[src/rtl/id_ex_reg.sv]
// ID/EX pipeline register with load-use hazard detection: one-cycle capture, bubbles on flush or load-use.
// Stall is combinational and holds PC and IF/ID for LOAD_USE_STALL cycles per hazard; Flush overrides any stall.
module id_ex_reg #(
  parameter int LOAD_USE_STALL = 1
) (
  input  logic        Clk,
  input  logic        Reset,
  input  logic [31:0] IDin_PC4,
  input  logic [31:0] IDin_Jtarg,
  input  logic [31:0] IDin_busA,
  input  logic [31:0] IDin_busB,
  input  logic [4:0]  IDin_Rs,
  input  logic [4:0]  IDin_Rt,
  input  logic [4:0]  IDin_Rd,
  input  logic [5:0]  IDin_func,
  input  logic [15:0] IDin_immd,
  input  logic        IDin_RegWr,
  input  logic        IDin_ALUSrc,
  input  logic        IDin_RegDst,
  input  logic        IDin_MemtoReg,
  input  logic        IDin_MemWr,
  input  logic        IDin_Branch,
  input  logic        IDin_Jump,
  input  logic        IDin_ExtOp,
  input  logic        IDin_R_type,
  input  logic [2:0]  IDin_ALUop,
  input  logic        IDin_Valid,
  input  logic        Flush,
  output logic [31:0] EXin_PC4,
  output logic [31:0] EXin_Jtarg,
  output logic [31:0] EXin_busA,
  output logic [31:0] EXin_busB,
  output logic [4:0]  EXin_Rs,
  output logic [4:0]  EXin_Rt,
  output logic [4:0]  EXin_Rd,
  output logic [5:0]  EXin_func,
  output logic [15:0] EXin_immd,
  output logic        EXin_RegWr,
  output logic        EXin_ALUSrc,
  output logic        EXin_RegDst,
  output logic        EXin_MemtoReg,
  output logic        EXin_MemWr,
  output logic        EXin_Branch,
  output logic        EXin_Jump,
  output logic        EXin_ExtOp,
  output logic        EXin_R_type,
  output logic [2:0]  EXin_ALUop,
  output logic        EX_Valid,
  output logic        Stall
);

  localparam logic [1:0] STALL_RELOAD = 2'(LOAD_USE_STALL - 1);

  logic [31:0] r_pc4, r_jtarg, r_busa, r_busb;
  logic [4:0]  r_rs, r_rt, r_rd;
  logic [5:0]  r_func;
  logic [15:0] r_immd;
  logic        r_regwr, r_alusrc, r_regdst, r_memtoreg, r_memwr;
  logic        r_branch, r_jump, r_extop, r_rtype;
  logic [2:0]  r_aluop;
  logic        r_valid;
  logic [1:0]  r_cnt;

  logic [4:0]  w_rw_ex;
  logic        w_uses_rt;
  logic        w_load_use;
  logic        w_bubble;

  // Destination of the instruction now in EX; $0 is excluded since it is never written.
  assign w_rw_ex    = r_regdst ? r_rd : r_rt;
  assign w_uses_rt  = IDin_R_type | IDin_MemWr | IDin_Branch;
  assign w_load_use = r_valid & r_memtoreg & r_regwr & IDin_Valid & (w_rw_ex != 5'd0) &
                      ((w_rw_ex == IDin_Rs) | (w_uses_rt & (w_rw_ex == IDin_Rt)));
  assign Stall      = !Flush & ((w_load_use & (r_cnt == 2'd0)) | (r_cnt != 2'd0));
  assign w_bubble   = Flush | w_load_use | (r_cnt != 2'd0);

  // Data fields hold through bubbles; only control and valid are squashed.
  always_ff @(posedge Clk or posedge Reset) begin
    if (Reset) begin
      r_pc4   <= '0;
      r_jtarg <= '0;
      r_busa  <= '0;
      r_busb  <= '0;
      r_rs    <= '0;
      r_rt    <= '0;
      r_rd    <= '0;
      r_func  <= '0;
      r_immd  <= '0;
    end else if (!w_bubble) begin
      r_pc4   <= IDin_PC4;
      r_jtarg <= IDin_Jtarg;
      r_busa  <= IDin_busA;
      r_busb  <= IDin_busB;
      r_rs    <= IDin_Rs;
      r_rt    <= IDin_Rt;
      r_rd    <= IDin_Rd;
      r_func  <= IDin_func;
      r_immd  <= IDin_immd;
    end
  end

  always_ff @(posedge Clk or posedge Reset) begin
    if (Reset) begin
      r_regwr    <= 1'b0;
      r_alusrc   <= 1'b0;
      r_regdst   <= 1'b0;
      r_memtoreg <= 1'b0;
      r_memwr    <= 1'b0;
      r_branch   <= 1'b0;
      r_jump     <= 1'b0;
      r_extop    <= 1'b0;
      r_rtype    <= 1'b0;
      r_aluop    <= 3'd0;
      r_valid    <= 1'b0;
    end else if (w_bubble) begin
      r_regwr    <= 1'b0;
      r_alusrc   <= 1'b0;
      r_regdst   <= 1'b0;
      r_memtoreg <= 1'b0;
      r_memwr    <= 1'b0;
      r_branch   <= 1'b0;
      r_jump     <= 1'b0;
      r_extop    <= 1'b0;
      r_rtype    <= 1'b0;
      r_aluop    <= 3'd0;
      r_valid    <= 1'b0;
    end else begin
      // An empty ID slot must not carry write enables into EX.
      r_regwr    <= IDin_RegWr    & IDin_Valid;
      r_alusrc   <= IDin_ALUSrc   & IDin_Valid;
      r_regdst   <= IDin_RegDst   & IDin_Valid;
      r_memtoreg <= IDin_MemtoReg & IDin_Valid;
      r_memwr    <= IDin_MemWr    & IDin_Valid;
      r_branch   <= IDin_Branch   & IDin_Valid;
      r_jump     <= IDin_Jump     & IDin_Valid;
      r_extop    <= IDin_ExtOp    & IDin_Valid;
      r_rtype    <= IDin_R_type   & IDin_Valid;
      r_aluop    <= IDin_Valid ? IDin_ALUop : 3'd0;
      r_valid    <= IDin_Valid;
    end
  end

  always_ff @(posedge Clk or posedge Reset) begin
    if (Reset)
      r_cnt <= 2'd0;
    else if (Flush)
      r_cnt <= 2'd0;
    else if (w_load_use && (r_cnt == 2'd0))
      r_cnt <= STALL_RELOAD;
    else if (r_cnt != 2'd0)
      r_cnt <= r_cnt - 2'd1;
  end

  assign EXin_PC4      = r_pc4;
  assign EXin_Jtarg    = r_jtarg;
  assign EXin_busA     = r_busa;
  assign EXin_busB     = r_busb;
  assign EXin_Rs       = r_rs;
  assign EXin_Rt       = r_rt;
  assign EXin_Rd       = r_rd;
  assign EXin_func     = r_func;
  assign EXin_immd     = r_immd;
  assign EXin_RegWr    = r_regwr;
  assign EXin_ALUSrc   = r_alusrc;
  assign EXin_RegDst   = r_regdst;
  assign EXin_MemtoReg = r_memtoreg;
  assign EXin_MemWr    = r_memwr;
  assign EXin_Branch   = r_branch;
  assign EXin_Jump     = r_jump;
  assign EXin_ExtOp    = r_extop;
  assign EXin_R_type   = r_rtype;
  assign EXin_ALUop    = r_aluop;
  assign EX_Valid      = r_valid;

endmodule
[config.mk]
export PLATFORM = sky130hd
export DESIGN_NAME = id_ex_reg
export DESIGN_NICKNAME = d
export VERILOG_FILES = /design/src/rtl/id_ex_reg.sv
export SDC_FILE = /design/constraint.sdc
export NUM_CORES = 1
export LEC_CHECK = 0
export ABC_CLOCK_PERIOD_IN_PS = 12600
export BUFFER_PORTS_ARGS = -buffer_cell sky130_fd_sc_hd__buf_4
export CORE_AREA = 2 2 139 141
export CTS_CLUSTER_SIZE = 40
export DETAILED_ROUTE_END_ITERATION = 7
export DIE_AREA = 0 0 141 143
export GPL_ROUTABILITY_DRIVEN = 0
export PLACE_DENSITY = 0.8
export SYNTH_ARGS = -nofsm -noshare
export SYNTH_HDL_FRONTEND = slang
export SYNTH_SLANG_ARGS = --single-unit
[constraint.sdc]
create_clock -name Clk -period 12.6 [get_ports Clk]
set_clock_uncertainty 0.15 [all_clocks]
set_input_delay 1.89 -clock Clk [delete_from_list [all_inputs] [get_ports Clk]]
set_output_delay 1.89 -clock Clk [all_outputs]
set_load 0.05 [all_outputs]
## After elaboration in Yosys (flattened, before gate mapping)

Cells that the tools add are included.

| storage, ports and cells | value |
|---|---|
| register bits after elaboration | 180 |
| input port bits | 181 |
| output and inout bits | 179 |
| logic and storage cells | 69 |

| operators by class | value |
|---|---|
| add/subtract/negate cells | 1 |
| equality and inequality tests | 2 |
| mux-type cells | 16 |
| bitwise logic cells | 23 |
| reductions and logical operators | 6 |

Operators by type and width:

| kind | count |
|---|---|
| AND 1 bit | 17 |
| equality test 5 bit | 2 |
| two-way mux 1 bit | 10 |
| two-way mux 2 bit | 3 |
| two-way mux 3 bit | 2 |
| bitwise OR 1 bit | 6 |
| two-way mux 5 bit | 1 |
| nonzero test 5 bit | 1 |
| nonzero test 3 bit | 1 |
| logical NOT 2 bit | 1 |
| nonzero test 2 bit | 1 |
| subtractor 2 x 1 -> 2 bit (second input constant) | 1 |
| logical AND 1 bit | 1 |
| logical NOT 1 bit | 1 |

## Logic depth before layout (Yosys ltp)

| logic depth | value |
|---|---|
| depth in word-level cells | 8 |
| gate-level depth with buffers | 9 |
| mapped depth without buffers | 6 |

## Least setup slack after synthesis

OpenSTA, ideal clock, no wires.

| timing path | value |
|---|---|
| path type | input to output |
| start point | input IDin_Rt[4] |
| end point | output Stall |
| arrival | 3,287 ps |
| data required time | 10,560 ps |
| setup slack | 7,273 ps |
| stages | 4 |
| path buffers | 0 |
| cell sequence | xnor2_1 > nor4_2 > a311oi_2 > a21oi_1 |

| between the ends | value |
|---|---|
| longest elaborated chain between the ends | 7 |

RTL lines:

| element | RTL line | source |
|---|---|---|
| from (decl) | 13 | `input logic [4:0] IDin_Rt,` |
| equality test 5 bit | 73 | `((w_rw_ex == IDin_Rs) \| (w_uses_rt & (w_rw_ex == IDin_Rt)));` |
| AND 1 bit | 73 |  |
| bitwise OR 1 bit | 73 |  |
| AND 1 bit | 72 | `assign w_load_use = r_valid & r_memtoreg & r_regwr & IDin_Valid & (w_rw_ex != 5'd0) &` |
| AND 1 bit | 74 | `assign Stall = !Flush & ((w_load_use & (r_cnt == 2'd0)) \| (r_cnt != 2'd0));` |
| bitwise OR 1 bit | 74 |  |
| AND 1 bit | 74 |  |
| to (decl) | 49 | `output logic Stall` |

No other way between the ends.

## Worst setup path in the final report

Ends and elaborated chain as after synthesis.

==> metrics.txt <==
status=complete, no violations; Max-Cap Viols=0; post-CTS setup buffer count=0; required time of the worst setup path=10.56 ns; crit path capture type=output pin; H-tree level count=4; Die Area=20,160 um2; most numerous cell in the Yosys netlist=dfrtp_1; HP Start=r_cnt[0]; Pwr per Cell Area=152.6 nW/um2; Die Wd=141 um; hold endpoint=r_cnt[0]; Setup-failing EPs final=0; Worst path max stage delay=0.34 ns; Mapped Nets=592; n_diodes=0; Worst Tran Pin Value=1.108 ns; Area growth, synth to finish=42.57%; min cycle time layout=5.124 ns; met1 wire length=7526 um; WS Path Type=in2out; initial DRC count=191; highest routed layer=met4; post_cts resized=0; Async SR Flop Fraction=1.000; ANT nets after route=0; Die H=143 um; Reg2Reg Depth=7; clock tree buffer depth=2; Final Max Slew Viols=0; initial antenna violation count=0; Place WS=7.365 ns; met2 routed WL=9421 um; total global routing overflow=0; most frequent cells after synthesis=180 x dfrtp_1, 150 x mux2_4, 16 x buf_12; cell count after synthesis=411; first-pass GRT wire length=27,590 um; number of synthesized flops with an enable pin=0; final hold vios=0; fmax=0.1952 GHz; Peak VDD IR=99.80 uV; Nets=954; Root Driver=clkbuf_16; crit path launch type=input port; period utilization=0.4067; CTS tree=built; Slowest cell on crit path=nor4_2; final core utilization=0.5863; WL final=18,530 um; Most Frequent Cell on Critical Path=buf_4; Setup crit start=IDin_Rt[4]; Fill cells=1,428; largest net degree at the start of global routing=70; Worst slew margin=0.2612; fin worst setup slack=7.476 ns; DR vias=4,716; top post-synthesis cells by area=dfrtp_1 59%, mux2_4 29%, buf_12 4.2%; P_leak=5.576 nW; final setup TNS=0 ns; Avg WL per Cell=18.16 um; Final HPWL DP=13,710 um; Synth Flop Type=dfrtp_1; drt drc=0; Synth top area share=0.5895; WP data arrival=3.08 ns; met3 WL post-DR=1265 um; reg-to-reg startpoint=EXin_RegDst; WHS Path Cells=1; Cell Rows=50; clock sink count=180; PortBufs=359; Avg Synthesized Cell Area=18.59 um2; reg2reg setup slack=8.43 ns; Placeable Area=18,580 um2; Seq/Total Area, Yosys=0.5895; unrepaired setup endpoints after global routing=no; worst hold path type=reg2reg; Yosys cell types=26; gr usage total=0.1775; # hold bufs at CTS=0; vias per inst=4.624; Yosys warnings=0; Starting Density=0.4112; count of state elements after synthesis=180; clock latency on the worst-skew pair=0.42 ns; TritonCTS Buffers=17; area leader, netlist=dfrtp_1; share of layout cells above drive strength 1=0.7163; mapped cell area=7641 um2; worst path cell trace=buf_4, xnor2_1, nor4_2, a311oi_2, a21oi_1, buf_4; I/O pin total=360; crit path max fanout=3; reg2reg end=EXin_func[3]; vias in the first global route=4,994; clock-pin slew on the worst setup and hold paths=0.07 ns; Pre-Repair DR Iteration Count=4
==> layout by cell type, fill, tap and decap left out, drive strengths merged, types with 2 or more instances in the layout <==
cell type  instances
and2              12
buf              363
clkbuf            19
clkinv             3
clkinvlp           4
dfrtp            180
inv                6
mux2             165
mux2i              5
nand4              2
nor2               4
nor4               3
xnor2              7
xor2               3
==> worst max path at each step <==
stage                   endpoint  slack, ns  cells past startpoint
floorplan               EX_Valid       5.67                      1
detailed placement  EXin_func[3]       7.36                      7
CTS                        Stall       7.46                      6
global route               Stall       7.42                      6
finish                     Stall       7.48                      6
global placement    EXin_func[3]       7.46                      7
==> cell type report <==
cell class                      count  area, um2  area share
Tap cell                          234      292.8     0.02687
Clock buffer                       19      442.9     0.04066
Inverter                            1      8.758   0.0008040
Timing Repair Buffer              363       2725      0.2501
Sequential cell                   180       4504      0.4135
Multi-Input combinational cell    210       2775      0.2547
Clock inverter                     13      145.1     0.01332
==> layer usage <==
metal,GRT usage,up-vias
li1,-,2166
met1,0.2163,2314
met2,0.3045,210
met3,0.05466,26
met4,0.05421,0
met5,0,-
==> report_power, final <==
part	total (mW)	switching (mW)	internal [mW]
Clock	0.526	0.240	0.286
Sequential	0.667	0.0345	0.632
Combinational	0.470	0.281	0.189
==> worst max-delay path, delay by kind of cell <==
kind	cells	cell delay, ns
compound gates	2	0.39
xor+xnor	1	0.13
buf+inv	2	0.34
simple gates	1	0.34
==> cells by family (layout without fill, tap and decap cells) <==
family	count (synthesis)	in the layout	synth area share
buf+inv	21	396	0.04732
mux	170	170	0.3234
xor+xnor	10	10	0.01146
simple gates	27	27	0.02456
compound gates	3	3	0.003765
flops	180	180	0.5895
==> sequential cells by signal (all words and copies together), names as in the netlist <==
name and count:
EXin_MemWr 1, EXin_R_type 1, EXin_func 6, EXin_Rs 5, EXin_Rd 5, EXin_RegWr 1
EXin_Jtarg 32, EXin_PC4 32, EXin_immd 16, EXin_Jump 1, EXin_ExtOp 1, EXin_busB 32
r_cnt 2, EXin_RegDst 1, EXin_busA 32, EXin_ALUop 3, EXin_MemtoReg 1, EXin_Branch 1
EX_Valid 1, EXin_Rt 5, EXin_ALUSrc 1
==> per-stage QoR <==
step / power (mW) / instances / hold slack [ns] / area, um2
after floorplan: 0.9937 / 411 / 0.2901 / 7641
after global placement: 1.143 / 988 / 0.3172 / 10310
after detailed placement: 1.150 / 988 / 0.3251 / 10310
after CTS: 1.680 / 1020 / 0.3342 / 10890
after global routing: 1.727 / 1020 / 0.3488 / 10890
final: 1.663 / 1020 / 0.3350 / 10890
No activity file was read; power rests on OpenSTA's default activity.
